--- src/rtl/tdc_frame_streamer_pkg.sv ---
// Shared types and constants for the TDC frame streamer: FSM state encoding,
// frame header byte and the byte-count helper used to size the data payload.
package tdc_frame_streamer_pkg;

  typedef enum logic [1:0] {
    ST_IDLE = 2'd0,
    ST_HDR  = 2'd1,
    ST_SEQ  = 2'd2,
    ST_DATA = 2'd3
  } state_t;

  localparam logic [7:0] TDC_SYNC_BYTE = 8'hA5;

  // Number of whole bytes needed to carry a w-bit word.
  function automatic int tdc_nbytes(input int w);
    return (w + 32'sd7) / 32'sd8;
  endfunction

endpackage

--- src/rtl/tdc_sync_fifo.sv ---
// Synchronous FIFO without fall-through: a written word is readable the cycle
// after the write. Full/empty are registered and reflect this cycle's push/pop.
module tdc_sync_fifo
  import tdc_frame_streamer_pkg::*;
#(
  parameter int DATA_W = 24,
  parameter int DEPTH  = 16
) (
  input  logic                    clk,
  input  logic                    rst_n,
  input  logic                    push,
  input  logic                    pop,
  input  logic [DATA_W-1:0]       din,
  output logic [DATA_W-1:0]       dout,
  output logic                    full,
  output logic                    empty,
  output logic [$clog2(DEPTH):0]  count
);

  localparam int AW = $clog2(DEPTH);
  localparam logic [AW:0] DEPTH_C = (AW+1)'(DEPTH);
  localparam logic [AW:0] ONE_C   = (AW+1)'(1);

  logic [DATA_W-1:0] mem_r [DEPTH];
  logic [AW-1:0]     wr_ptr_r;
  logic [AW-1:0]     rd_ptr_r;
  logic [AW:0]       count_r;
  logic [AW:0]       count_nxt_s;
  logic              full_r;
  logic              empty_r;
  logic              do_push_s;
  logic              do_pop_s;

  // Qualify push/pop; a full FIFO still accepts a push when it pops the same cycle.
  always_comb begin
    do_pop_s    = pop && (count_r != '0);
    do_push_s   = push && ((count_r != DEPTH_C) || do_pop_s);
    count_nxt_s = count_r;
    if (do_push_s && !do_pop_s) begin
      count_nxt_s = count_r + ONE_C;
    end else if (do_pop_s && !do_push_s) begin
      count_nxt_s = count_r - ONE_C;
    end else begin
      count_nxt_s = count_r;
    end
  end

  // Storage array; contents need no reset because count gates every read.
  always_ff @(posedge clk) begin
    if (do_push_s) begin
      mem_r[wr_ptr_r] <= din;
    end
  end

  // Pointers, occupancy and registered status flags.
  always_ff @(posedge clk) begin
    if (!rst_n) begin
      wr_ptr_r <= '0;
      rd_ptr_r <= '0;
      count_r  <= '0;
      full_r   <= 1'b0;
      empty_r  <= 1'b1;
    end else begin
      if (do_push_s) wr_ptr_r <= wr_ptr_r + AW'(1);
      if (do_pop_s)  rd_ptr_r <= rd_ptr_r + AW'(1);
      count_r <= count_nxt_s;
      full_r  <= (count_nxt_s == DEPTH_C);
      empty_r <= (count_nxt_s == '0);
    end
  end

  assign dout  = mem_r[rd_ptr_r];
  assign full  = full_r;
  assign empty = empty_r;
  assign count = count_r;

endmodule

--- src/rtl/tdc_frame_streamer.sv ---
// Queues TDC measurement words and streams them as framed byte packets.
// Define TDC_SEQNUM_EN to insert an 8-bit sequence byte after the header.
module tdc_frame_streamer
  import tdc_frame_streamer_pkg::*;
#(
  parameter int          DATA_W    = 24,
  parameter int          DEPTH     = 16,
  parameter logic [7:0]  SYNC_BYTE = TDC_SYNC_BYTE
) (
  input  logic              clk,
  input  logic              iRst_n,
  input  logic              iDone,
  input  logic [DATA_W-1:0] iTDC,
  output logic [7:0]        oByte,
  output logic              oValid,
  input  logic              iReady,
  output logic              oEmpty,
  output logic              oFull,
  output logic [7:0]        oDropCnt,
  output logic              oOverflow
);

  localparam int NBYTES = tdc_nbytes(DATA_W);
  localparam int SW     = NBYTES * 8;
  localparam int AW     = $clog2(DEPTH);
  localparam int IDX_W  = (NBYTES > 1) ? $clog2(NBYTES) : 1;
  localparam logic [IDX_W-1:0] LAST_IDX = IDX_W'(NBYTES - 1);
  localparam logic [AW:0]      DEPTH_C  = (AW+1)'(DEPTH);

  state_t            state_r, state_nxt_s;
  logic [SW-1:0]     shreg_r, shreg_nxt_s;
  logic [IDX_W-1:0]  idx_r, idx_nxt_s;
  logic [7:0]        byte_r, byte_nxt_s;
  logic              valid_r, valid_nxt_s;
  logic [7:0]        drop_cnt_r;
  logic              overflow_r;
  logic              hs_s;
  logic              pop_s;
  logic              accept_s;
  logic              drop_s;
  logic [DATA_W-1:0] fifo_dout_s;
  logic              fifo_full_s;
  logic              fifo_empty_s;
  logic [AW:0]       fifo_count_s;
`ifdef TDC_SEQNUM_EN
  logic [7:0]        seq_r;
  logic              frame_done_s;
`endif

  tdc_sync_fifo #(.DATA_W(DATA_W), .DEPTH(DEPTH)) u_fifo (
    .clk   (clk),
    .rst_n (iRst_n),
    .push  (accept_s),
    .pop   (pop_s),
    .din   (iTDC),
    .dout  (fifo_dout_s),
    .full  (fifo_full_s),
    .empty (fifo_empty_s),
    .count (fifo_count_s)
  );

  // Framing FSM: next state, shift register and output byte/valid.
  always_comb begin
    state_nxt_s = state_r;
    shreg_nxt_s = shreg_r;
    idx_nxt_s   = idx_r;
    byte_nxt_s  = byte_r;
    valid_nxt_s = valid_r;
    pop_s       = 1'b0;
    hs_s        = valid_r && iReady;
`ifdef TDC_SEQNUM_EN
    frame_done_s = 1'b0;
`endif
    case (state_r)
      ST_IDLE: begin
        if (!fifo_empty_s) begin
          pop_s       = 1'b1;
          shreg_nxt_s = SW'(fifo_dout_s);
          byte_nxt_s  = SYNC_BYTE;
          valid_nxt_s = 1'b1;
          state_nxt_s = ST_HDR;
        end else begin
          valid_nxt_s = 1'b0;
        end
      end
      ST_HDR: begin
        if (hs_s) begin
`ifdef TDC_SEQNUM_EN
          byte_nxt_s  = seq_r;
          state_nxt_s = ST_SEQ;
`else
          byte_nxt_s  = shreg_r[SW-1 -: 8];
          shreg_nxt_s = shreg_r << 4'd8;
          idx_nxt_s   = '0;
          state_nxt_s = ST_DATA;
`endif
        end else begin
          state_nxt_s = ST_HDR;
        end
      end
      ST_SEQ: begin
        if (hs_s) begin
          byte_nxt_s  = shreg_r[SW-1 -: 8];
          shreg_nxt_s = shreg_r << 4'd8;
          idx_nxt_s   = '0;
          state_nxt_s = ST_DATA;
        end else begin
          state_nxt_s = ST_SEQ;
        end
      end
      ST_DATA: begin
        if (hs_s) begin
          if (idx_r == LAST_IDX) begin
            valid_nxt_s = 1'b0;
            state_nxt_s = ST_IDLE;
`ifdef TDC_SEQNUM_EN
            frame_done_s = 1'b1;
`endif
          end else begin
            byte_nxt_s  = shreg_r[SW-1 -: 8];
            shreg_nxt_s = shreg_r << 4'd8;
            idx_nxt_s   = idx_r + IDX_W'(1);
          end
        end else begin
          state_nxt_s = ST_DATA;
        end
      end
      default: begin
        valid_nxt_s = 1'b0;
        state_nxt_s = ST_IDLE;
      end
    endcase
  end

  // A full FIFO still takes the word when the FSM pops in the same cycle.
  always_comb begin
    accept_s = iDone && ((fifo_count_s < DEPTH_C) || pop_s);
    drop_s   = iDone && !accept_s;
  end

  // FSM registers and drop bookkeeping.
  always_ff @(posedge clk) begin
    if (!iRst_n) begin
      state_r    <= ST_IDLE;
      shreg_r    <= '0;
      idx_r      <= '0;
      byte_r     <= 8'h00;
      valid_r    <= 1'b0;
      drop_cnt_r <= 8'h00;
      overflow_r <= 1'b0;
    end else begin
      state_r <= state_nxt_s;
      shreg_r <= shreg_nxt_s;
      idx_r   <= idx_nxt_s;
      byte_r  <= byte_nxt_s;
      valid_r <= valid_nxt_s;
      if (drop_s) begin
        overflow_r <= 1'b1;
        if (drop_cnt_r != 8'hFF) drop_cnt_r <= drop_cnt_r + 8'd1;
      end
    end
  end

`ifdef TDC_SEQNUM_EN
  // Sequence number advances per completed frame and per dropped word.
  always_ff @(posedge clk) begin
    if (!iRst_n) begin
      seq_r <= 8'h00;
    end else begin
      seq_r <= seq_r + {7'd0, frame_done_s} + {7'd0, drop_s};
    end
  end
`endif

  assign oByte     = byte_r;
  assign oValid    = valid_r;
  assign oEmpty    = fifo_empty_s;
  assign oFull     = fifo_full_s;
  assign oDropCnt  = drop_cnt_r;
  assign oOverflow = overflow_r;

endmodule

--- config.mk ---
export PLATFORM = sky130hd
export DESIGN_NAME = tdc_frame_streamer
export DESIGN_NICKNAME = d
export VERILOG_FILES = /design/src/rtl/tdc_frame_streamer_pkg.sv /design/src/rtl/tdc_sync_fifo.sv /design/src/rtl/tdc_frame_streamer.sv
export SDC_FILE = /design/constraint.sdc
export NUM_CORES = 1
export LEC_CHECK = 0
export BUFFER_PORTS_ARGS = -buffer_cell sky130_fd_sc_hd__buf_2
export CORE_MARGIN = 2
export CORE_UTILIZATION = 40
export DETAILED_ROUTE_END_ITERATION = 10
export PLACE_DENSITY_LB_ADDON = 0.15
export SYNTH_ARGS = -nofsm -noshare
export SYNTH_HDL_FRONTEND = slang
export SYNTH_SLANG_ARGS = --single-unit
--- constraint.sdc ---
create_clock -name clk -period 3.1 [get_ports clk]
set_input_delay 0.465 -clock clk [delete_from_list [all_inputs] [get_ports clk]]
set_output_delay 0.465 -clock clk [all_outputs]
set_load 0.05 [all_outputs]
== After elaboration in Yosys (flattened, before gate mapping) ==
Memory sizes are Yosys's and may differ from the RTL's. A register that Yosys moved wholly into a read port is not among the register bits.
Cells that the tools add are included.
Storage, ports and cells
  register bits: 61
  RAM bits: 384
  bits of input ports: 28
  memories: 1
Memory list
  u_fifo.mem_r: depth 16, bits a word 24, read ports 1, clocked after Yosys merged registers in 1, wr ports 1, RTL line tdc_sync_fifo.sv:24  | logic [DATA_W-1:0] mem_r [DEPTH];
Operators by class
  add/sub/neg operators: 6
  magnitude comparators: 1
  equality and inequality tests: 13
  mux-type cells: 31
  reductions and logical operators: 23
Operators with widths (count)
  24-bit two-way mux: 4
  24-bit case mux with 3 select lines: 1
  8-bit two-way mux: 4
  8-bit case mux with 3 select lines: 1
  2-bit two-way mux: 7
  5-bit two-way mux: 2
  4-bit by 1-bit adder with 4-bit output, second input constant: 2
  8-bit by 1-bit adder with 8-bit output, second input constant: 1
  4-bit two-way mux: 2
  2-bit != test, second input constant: 4
  8-bit != test, second input constant: 1
  2-bit case mux with 4 select lines: 1
  4-bit AND reduction: 2
  1-bit logical AND: 7
  1-bit two-way mux: 7
  2-bit equality test, second input constant: 3
  5-bit by 1-bit adder with 5-bit output, second input constant: 1
  5-bit equality test, second input constant: 1
  5-bit logical NOT: 1
  5-bit < comparator, second input constant: 1
  5-bit != test, second input constant: 1
  5-bit nonzero test: 1
  5-bit by 1-bit subtractor with 5-bit output, second input constant: 1
  2-bit case mux with 2 select lines: 1
  12 further kinds: 17

== Logic depth before layout (Yosys ltp) ==
Gate-level depths: netlist (run 1).
  depth after elaboration: 10
  depth in mapped cells: 9

== Cells and area by module ==
From an unflattened synthesis (run 1), not the netlist that was laid out.
Unflattened totals
  cell total of the unflattened synthesis: 897
  area total of the unflattened synthesis: 17654.4 um2
By module, submodules not included
  tdc_sync_fifo: times used 1, cells each 660, area an instance 15456.1 um2
  tdc_frame_streamer: times used 1, cells each 237, area an instance 2198.4 um2

== Worst setup path after synthesis (run 1) ==
OpenSTA, ideal clock, no wires.
  path kind: register to register
  start: register state_r[1]
  end: memory u_fifo.mem_r[4][0], enable pin
  data arrival time: 2198 ps
  data required time: 2717 ps
  path slack: 519 ps
  stages on the path, launching flop included: 10
  cell sequence: dfxtp_1 -> inv_1 -> ha_1 -> nand2b_4 -> clkbuf_8 -> a21oi_2 -> buf_2 -> nand2_1 -> nor2_1 -> and2_1
Between the ends
  cells in the longest elaborated chain, start to end: 7
RTL lines
  start, declared: RTL line tdc_frame_streamer.sv:30  | state_t state_r, state_nxt_s;
  start signal, assigned: RTL line tdc_frame_streamer.sv:152  | state_r <= state_nxt_s;
  2-bit logical NOT *: RTL line tdc_frame_streamer.sv:74  | case (state_r)
  1-bit two-way mux *: RTL line tdc_frame_streamer.sv:74
  1-bit logical OR / 1-bit logical AND (equally long branches): RTL line tdc_frame_streamer.sv:137, tdc_sync_fifo.sv:36
  1-bit logical AND / 1-bit logical OR (equally long branches): RTL line tdc_frame_streamer.sv:137, tdc_sync_fifo.sv:37
  1-bit logical AND *: RTL line tdc_sync_fifo.sv:37  | do_push_s = push && ((count_r != DEPTH_C) || do_pop_s);
  1-bit two-way mux *: RTL line tdc_sync_fifo.sv:50  | if (do_push_s) begin
  1-bit two-way mux (implied by the code) *: RTL line tdc_sync_fifo.sv:51  | mem_r[wr_ptr_r] <= din;
  end, declared: RTL line tdc_sync_fifo.sv:24
Every way passes the cells marked *; elsewhere a longest branch is shown, timed or not.

== Final worst setup path (run 1) ==
  start: register state_r[1]
  end: memory u_fifo.mem_r[8][8], enable pin
The elaborated chain is that of the path after synthesis.

==> results of run 1 <==
worst max-delay path, stage by stage (launching register included):
cell and delay [ns]:
dfxtp_1 0.35, inv_1 0.14, ha_1 0.29, nand2b_4 0.13, nand2_1 0.11, nand2_1 0.11, nor3b_1 0.41, and2_2 0.50
buf_12 0.21
kinds of logic (layout without fill, tap and decap cells):
family / count (synthesis) / count (layout) / share of synthesized area [%]
AND/OR/NAND/NOR: 194 / 194 / 6.159
multiplexers: 153 / 153 / 14.28
AO/OA/AOI/OAI: 98 / 98 / 3.676
adder cells (fa/ha/maj): 14 / 14 / 0.9877
buffers and inverters: 66 / 186 / 1.806
XOR/XNOR: 15 / 15 / 0.7408
flip-flops: 449 / 449 / 72.35
how the worst max path moves through the flow:
stage / startpoint / end / slack [ns] / depth (start not counted)
finish: state_r[1]$_SDFFE_PN0P_ / u_fifo.mem_r[8][8]$_DFFE_PP_ / 0.53 / 8
global route: state_r[1]$_SDFFE_PN0P_ / u_fifo.mem_r[8][8]$_DFFE_PP_ / 0.33 / 8
CTS: state_r[1]$_SDFFE_PN0P_ / u_fifo.mem_r[8][21]$_DFFE_PP_ / 0.52 / 8
detailed placement: state_r[1]$_SDFFE_PN0P_ / u_fifo.mem_r[8][15]$_DFFE_PP_ / 0.53 / 8
global placement: state_r[1]$_SDFFE_PN0P_ / u_fifo.mem_r[11][15]$_DFFE_PP_ / 0.65 / 8
floorplan: state_r[1]$_SDFFE_PN0P_ / u_fifo.mem_r[4][0]$_DFFE_PP_ / 0.52 / 9
metal layers:
| layer | wire, um | GRT usage, % |
|---|---|---|
| met1 | 18430 | 24.78 |
| met2 | 18760 | 27.71 |
| met3 | 1462 | 2.582 |
| met4 | 672 | 5.046 |
| met5 | 0 | 0 |
flip-flops by register name (all words and copies together), names as in the netlist, named ones only:
name,flops
u_fifo.full,1
u_fifo.mem_r,384
oByte,8
idx_r,2
oOverflow,1
u_fifo.empty,1
oDropCnt,8
state_r,2
u_fifo.wr_ptr_r,4
u_fifo.count,5
oValid,1
u_fifo.rd_ptr_r,4
shreg_r,24
power by group through the flow:
stage / clock (uW) / combinational (uW) / sequential [uW]
6_report: 5840 / 2560 / 7090
5_1_grt: 6240 / 2790 / 7130
4_1_cts: 6010 / 2610 / 7090
3_5_place_dp: 0 / 2600 / 7220
3_3_place_gp: 0 / 2590 / 7220
2_1_floorplan: 0 / 1790 / 7210
synthesized netlist by cell type (3+ instances only):
| master | n | area (um^2) |
|---|---|---|
| edfxtp_1 | 384 | 11530 |
| mux4_2 | 80 | 1802 |
| mux2i_1 | 73 | 730.7 |
| dfxtp_1 | 65 | 1301 |
| nand2_1 | 34 | 127.6 |
| nor2b_1 | 30 | 187.7 |
| nor3_1 | 30 | 150.1 |
| and2_1 | 29 | 181.4 |
| nor2_1 | 28 | 105.1 |
| clkbuf_1 | 26 | 97.59 |
| o21ai_0 | 19 | 95.09 |
| a21oi_1 | 17 | 85.08 |
| a22oi_1 | 17 | 127.6 |
| o22ai_1 | 17 | 106.4 |
| ha_1 | 14 | 175.2 |
| buf_1 | 10 | 37.54 |
| inv_1 | 10 | 37.54 |
| nand4b_1 | 9 | 78.83 |
| nor3b_1 | 9 | 67.56 |
| xnor2_1 | 9 | 78.83 |
| a21boi_1 | 8 | 60.06 |
| buf_2 | 8 | 40.04 |
| buf_4 | 8 | 60.06 |
| nand3_1 | 6 | 30.03 |
| xor2_1 | 6 | 52.55 |
| a31oi_1 | 4 | 25.02 |
| and4_1 | 4 | 35.03 |
| a21boi_0 | 3 | 22.52 |
| buf_6 | 3 | 33.78 |
| nand4_1 | 3 | 18.77 |
cell type report:
class	count	area [um^2]
sequential	449	12840
multi-input combinational	474	4603
clock buffer	67	1336
fill	3759	23510
clock inverter	25	287.8
inverter	10	37.54
tap	592	740.7
timing repair buffer	84	675.6
stage by stage:
| stage | worst slack [ns] | total power, uW |
|---|---|---|
| after global routing | 0.3305 | 16150 |
| after detailed placement | 0.5299 | 9819 |
| after floorplan | 0.5189 | 9004 |
| after global placement | 0.6507 | 9808 |
| final | 0.5290 | 15490 |
| after CTS | 0.5163 | 15710 |
==> results.txt, run 1 <==
CP endpoint kind - register
worst path required time - 3.38 ns
Die Y - 214.6 um
worst reg2reg startpoint - state_r[1]$_SDFFE_PN0P_
clock skew - 0.02119 ns
Post-CTS Hold Buffers - 0
Leak Pwr - 0.006498 uW
antenna violations before repair - 0
Yosys cell types - 53
min-delay src - iRst_n
Die ar. - 46040 um^2
post-CTS setup buffers - 0
post-route ant nets - 0
share of cells above drive strength 1 - 23.90%
commonest non-fill, non-tap cell in the layout - edfxtp_1
Mean Syn Cell Area - 17.93 um^2
die width - 214.6 um
Mapped Area - 17740 um^2
number of CTS-inserted buffers - 49
total negative slack - 0 ns
Yosys warning total - 0
Setup CP Type - register to register
clock group share of total power - 37.7%
DP Area - 18900 um^2
Fin. Hold Viols - 0
Finished Layout Cells - 1701
FMAX - 389.0 MHz
Final setup viols - 0
Max Slew Vio Count - 0
CTS Sinks - 449
Port Buffers - 47
Residual DRC - 0
most frequent cells in the layout - edfxtp_1, mux4_2, mux2i_1, dfxtp_1, clkbuf_16
worst reg2reg endpoint - u_fifo.mem_r[8][8]$_DFFE_PP_
Slew headroom - 50.86%
H-tree depth - 2
r2r worst-path depth - 8
FP Rows - 77
GRT overflow - 0
DR WL/cell - 23.12 um
PD cells - 754.9 nW/um^2
Placed Cells - 1609
Post-Syn Instances - 989
syn_nets - 1031
CTS tree - built
register-to-register setup slack - 0.53 ns
global-route wire length before repair - 59.26 mm
Detailed Place HPWL - 23.42 mm
P_int - 11470 uW
post_cts resized - 0
GRT Overall Usage - 17.33%
Async SR Flop Fraction - 0%
Psw - 4019 uW
number of synthesized register bits - 449
design area - 20520 um^2
Post-synth EDFFs - 384
Core Box Area - 44030 um^2
Final Net Count - 1110
Area growth syn-to-layout - 15.72%
max cap viols - 0
CTS Root Cell - clkbuf_16
vias per cell - 5.269
status - complete, no violations
clk slew on worst S/H paths - 0.06 ns
combinational power share - 16.6%
final worst path period share - 82.94%
pin count of the biggest net entering global routing - 44
sequential power share - 45.7%
Tmin final - 2.571 ns
n_diodes - 0
Endpoint, Worst Hold - u_fifo.empty$_SDFF_PN1_
worst hold path type - input port to register
Hold Path Stages - 2
post-layout util - 46.61%
vias in the first global route - 9100
worst slew pin tran - 0.7350 ns
worst hold slack - 0.2098 ns
unrepaired setup endpoints after global routing - no
Initial DRT Pass Iterations - 5
gpl congestion - 0.7338
initial DRC count - 750
ys flop type - edfxtp_1
post-synthesis sequential area ratio - 72.35%
Worst-Skew Late Latency - 0.58 ns
Peak VDD IR - 0.3922 mV
initial core utilization - 40.28%
switching part of the total - 25.94%
wirelength, routed - 39.33 mm
clock buffer depth - 3
DR vias - 8963
CP Max Fanout - 13
startpoint types - register
Worst Path Arrival - 2.85 ns
IO Pins - 48
(Power assumes the default switching activity.)
==> run 2: changes to the inputs <==
Clock period 3.1 ns to 2.4 ns, I/O delays scaled along.
==> run 2 against run 1 <==
  * Core utilization up 0.60 points
  * Setup slack got worse by 0.31 ns
  * Maximum frequency grew 18%
  * Combinational power rose by 40%
  * Sequential power rose by 28%
  * Critical endpoint is now u_fifo.empty$_SDFF_PN1_
==> results.txt, run 2 (synthesized netlist as in run 1, its figures left out) <==
worst slew pin tran - 0.6211 ns (-0.1139 ns)
Finished Layout Cells - 1722 (+1.2%)
pin count of the biggest net entering global routing - 43 (-2.3%)
cell family with most CP delay - compound AO/OA/AOI/OAI gates
Die ar. - 46040 um^2 (unchanged)
post-route ant nets - 0 (unchanged)
cells along the critical path - inv_1, ha_2, nand2b_4, buf_4, or2_1, a31oi_2, xnor2_1, o41ai_2
vias in the first global route - 9238 (+1.5%)
switching part of the total - 26.16% (+0.21 points)
design area - 20790 um^2 (+1.3%)
max reg flops - 384 (unchanged)
Post-CTS Hold Buffers - 0 (unchanged)
Buf/Inv on CP - 2 (unchanged)
CTS tree - built
commonest non-fill, non-tap cell in the layout - edfxtp_1
clk slew on worst S/H paths - 0.06 ns (about the same)
CTS Root Cell - clkbuf_16
wirelength, routed - 41.38 mm (+5.2%)
CP Max Fanout - 9 (-4)
Psw - 5169 uW (+29%)
Hold Path Stages - 1 (-1)
die width - 214.6 um (unchanged)
CP endpoint kind - register
slowest CP cell - or2_1
final worst path period share - 90.72% (+7.8 points)
worst path required time - 2.87 ns (-0.51 ns)
Residual DRC - 0 (unchanged)
P_int - 14590 uW (+27%)
FMAX - 459.3 MHz (+18%)
register-to-register setup slack - 0.22 ns (-0.31 ns)
combinational power share - 18.1% (+1.5 points)
Final setup viols - 0 (unchanged)
min-delay src - iTDC[4]
initial DRC count - 747 (-0.40%)
peak per-stage delay on the critical path - 0.37 ns (-0.13 ns)
Die Y - 214.6 um (unchanged)
global-route wire length before repair - 61.62 mm (+4.0%)
Setup CP Type - register to register
total negative slack - 0 ns (unchanged)
clock group share of total power - 36.0% (-1.7 points)
clock skew - 0.02145 ns (+0.0002606 ns)
worst hold path type - input port to register
H-tree depth - 2 (unchanged)
FP Rows - 77 (unchanged)
fillers - 3754 (-0.13%)
worst hold slack - 0.1705 ns (-0.03929 ns)
startpoint types - register
CP startpoint - state_r[1]$_SDFFE_PN0P_
clock buffer depth - 3 (unchanged)
Fin. Hold Viols - 0 (unchanged)
Initial DRT Pass Iterations - 5 (unchanged)
Reg with most FFs - u_fifo.mem_r
max cap viols - 0 (unchanged)
antenna violations before repair - 1 (+1)
IO Pins - 48 (unchanged)
Final Net Count - 1133 (+2.1%)
GRT overflow - 0 (unchanged)
DR vias - 9077 (+1.3%)
GRT Overall Usage - 18.27% (+0.94 points)
Detailed Place HPWL - 25.16 mm (+7.4%)
Endpoint, Worst Hold - u_fifo.mem_r[13][4]$_DFFE_PP_
number of CTS-inserted buffers - 48 (-2.0%)
Worst-Skew Late Latency - 0.58 ns (about the same)
worst reg2reg startpoint - state_r[1]$_SDFFE_PN0P_
Leak Pwr - 0.006608 uW (+1.7%)
Max Slew Vio Count - 0 (unchanged)
Peak VDD IR - 0.7924 mV (+100%)
Area growth syn-to-layout - 17.21%
most frequent cells in the layout - edfxtp_1, mux4_2, mux2i_1, dfxtp_1, clkbuf_16
r2r worst-path depth - 8 (unchanged)
Placed Cells - 1633 (+1.5%)
Tmin final - 2.177 ns (-0.3936 ns)
initial core utilization - 40.28% (unchanged)
unrepaired setup endpoints after global routing - no
Top Registers - u_fifo.mem_r: 384 flops, shreg_r: 24 flops
n_diodes - 0 (unchanged)
worst reg2reg endpoint - u_fifo.empty$_SDFF_PN1_
status - complete, no violations
share of cells above drive strength 1 - 25.04% (+1.1 points)
vias per cell - 5.271 (about the same)
Core Box Area - 44030 um^2 (unchanged)
Port Buffers - 47 (unchanged)
DP Area - 19270 um^2 (+1.9%)
CTS Sinks - 449 (unchanged)
PD cells - 950.6 nW/um^2 (+26%)
DR WL/cell - 24.03 um (+3.9%)
sequential power share - 45.9% (+0.2 points)
Slew headroom - 58.51% (+7.6 points)
gpl congestion - 0.7524 (+2.5%)
Worst Path Arrival - 2.65 ns (-0.20 ns)
==> run 2: changes by cell type in the layout (fill, tap and decap cells not counted), sizes merged <==
cell / previous run / this run
bufinv: 6 / 4
clkinvlp: 2 / 0
inv: 13 / 12
clkinv: 14 / 11
buf: 84 / 108
clkbuf: 67 / 72
==> run 2: worst max-delay path by stage <==
stage                                     endpoint  slack [ns]  cells past startpoint
finish                     u_fifo.empty$_SDFF_PN1_        0.22                      8
global route               u_fifo.empty$_SDFF_PN1_        0.05                      8
CTS                 u_fifo.mem_r[11][21]$_DFFE_PP_        0.09                      9
detailed placement   u_fifo.mem_r[11][7]$_DFFE_PP_        0.13                      9
global placement     u_fifo.mem_r[11][3]$_DFFE_PP_        0.13                      9
floorplan            u_fifo.mem_r[10][0]$_DFFE_PP_        0.04                      8
==> run 2: layout make-up <==
| class | count | area [um^2] | area share [%] |
|---|---|---|---|
| Sequential cell | 449 | 12840 | 61.78 |
| Multi-Input combinational cell | 474 | 4614 | 22.20 |
| Clock buffer | 72 | 1311 | 6.308 |
| Timing Repair Buffer | 108 | 1044 | 5.020 |
| Tap cell | 592 | 740.7 | 3.563 |
| Clock inverter | 17 | 197.7 | 0.9510 |
| Inverter | 10 | 37.54 | 0.1806 |
==> run 2: what timing repair did <==
action / CTS / global route
setup endpoints to repair: 0 / 96
endpoints found under the hold margin: 0 / 0
setup buffers: 0 / 0
resized for setup: 0 / 3
==> run 2: power by group through the flow <==
stage / logic, uW / clock network (uW) / registers, uW
floorplan: 2320 / 0 / 9310
global placement: 3640 / 0 / 9230
detailed placement: 3650 / 0 / 9230
CTS: 3650 / 7300 / 9070
global route: 3920 / 7590 / 9110
finish: 3580 / 7110 / 9070
==> run 2: per-layer routing <==
layer | routed length [um] | vias up | track usage (%)
li1 | - | 4129 | -
met1 | 18820 | 4667 | 25.88
met2 | 19570 | 218 | 29.20
met3 | 1928 | 63 | 3.035
met4 | 1060 | 0 | 5.440
met5 | 0 | - | 0
==> run 2: through the flow <==
step                setup WS, ns  total power, uW  util, %
floorplan                0.03789            11630        -
global placement          0.1312            12870    43.76
detailed placement        0.1340            12880    43.76
CTS                      0.09379            20020    47.19
global route             0.04971            20620    47.21
finish                    0.2226            19760    47.21
==> run 2: worst reg2reg max path, stage by stage, from the launching register on <==
cell      delay, ns
dfxtp_1        0.34
inv_1          0.14
ha_2           0.26
nand2b_4       0.08
buf_4          0.17
or2_1          0.37
a31oi_2        0.25
xnor2_1        0.12
o41ai_2        0.35
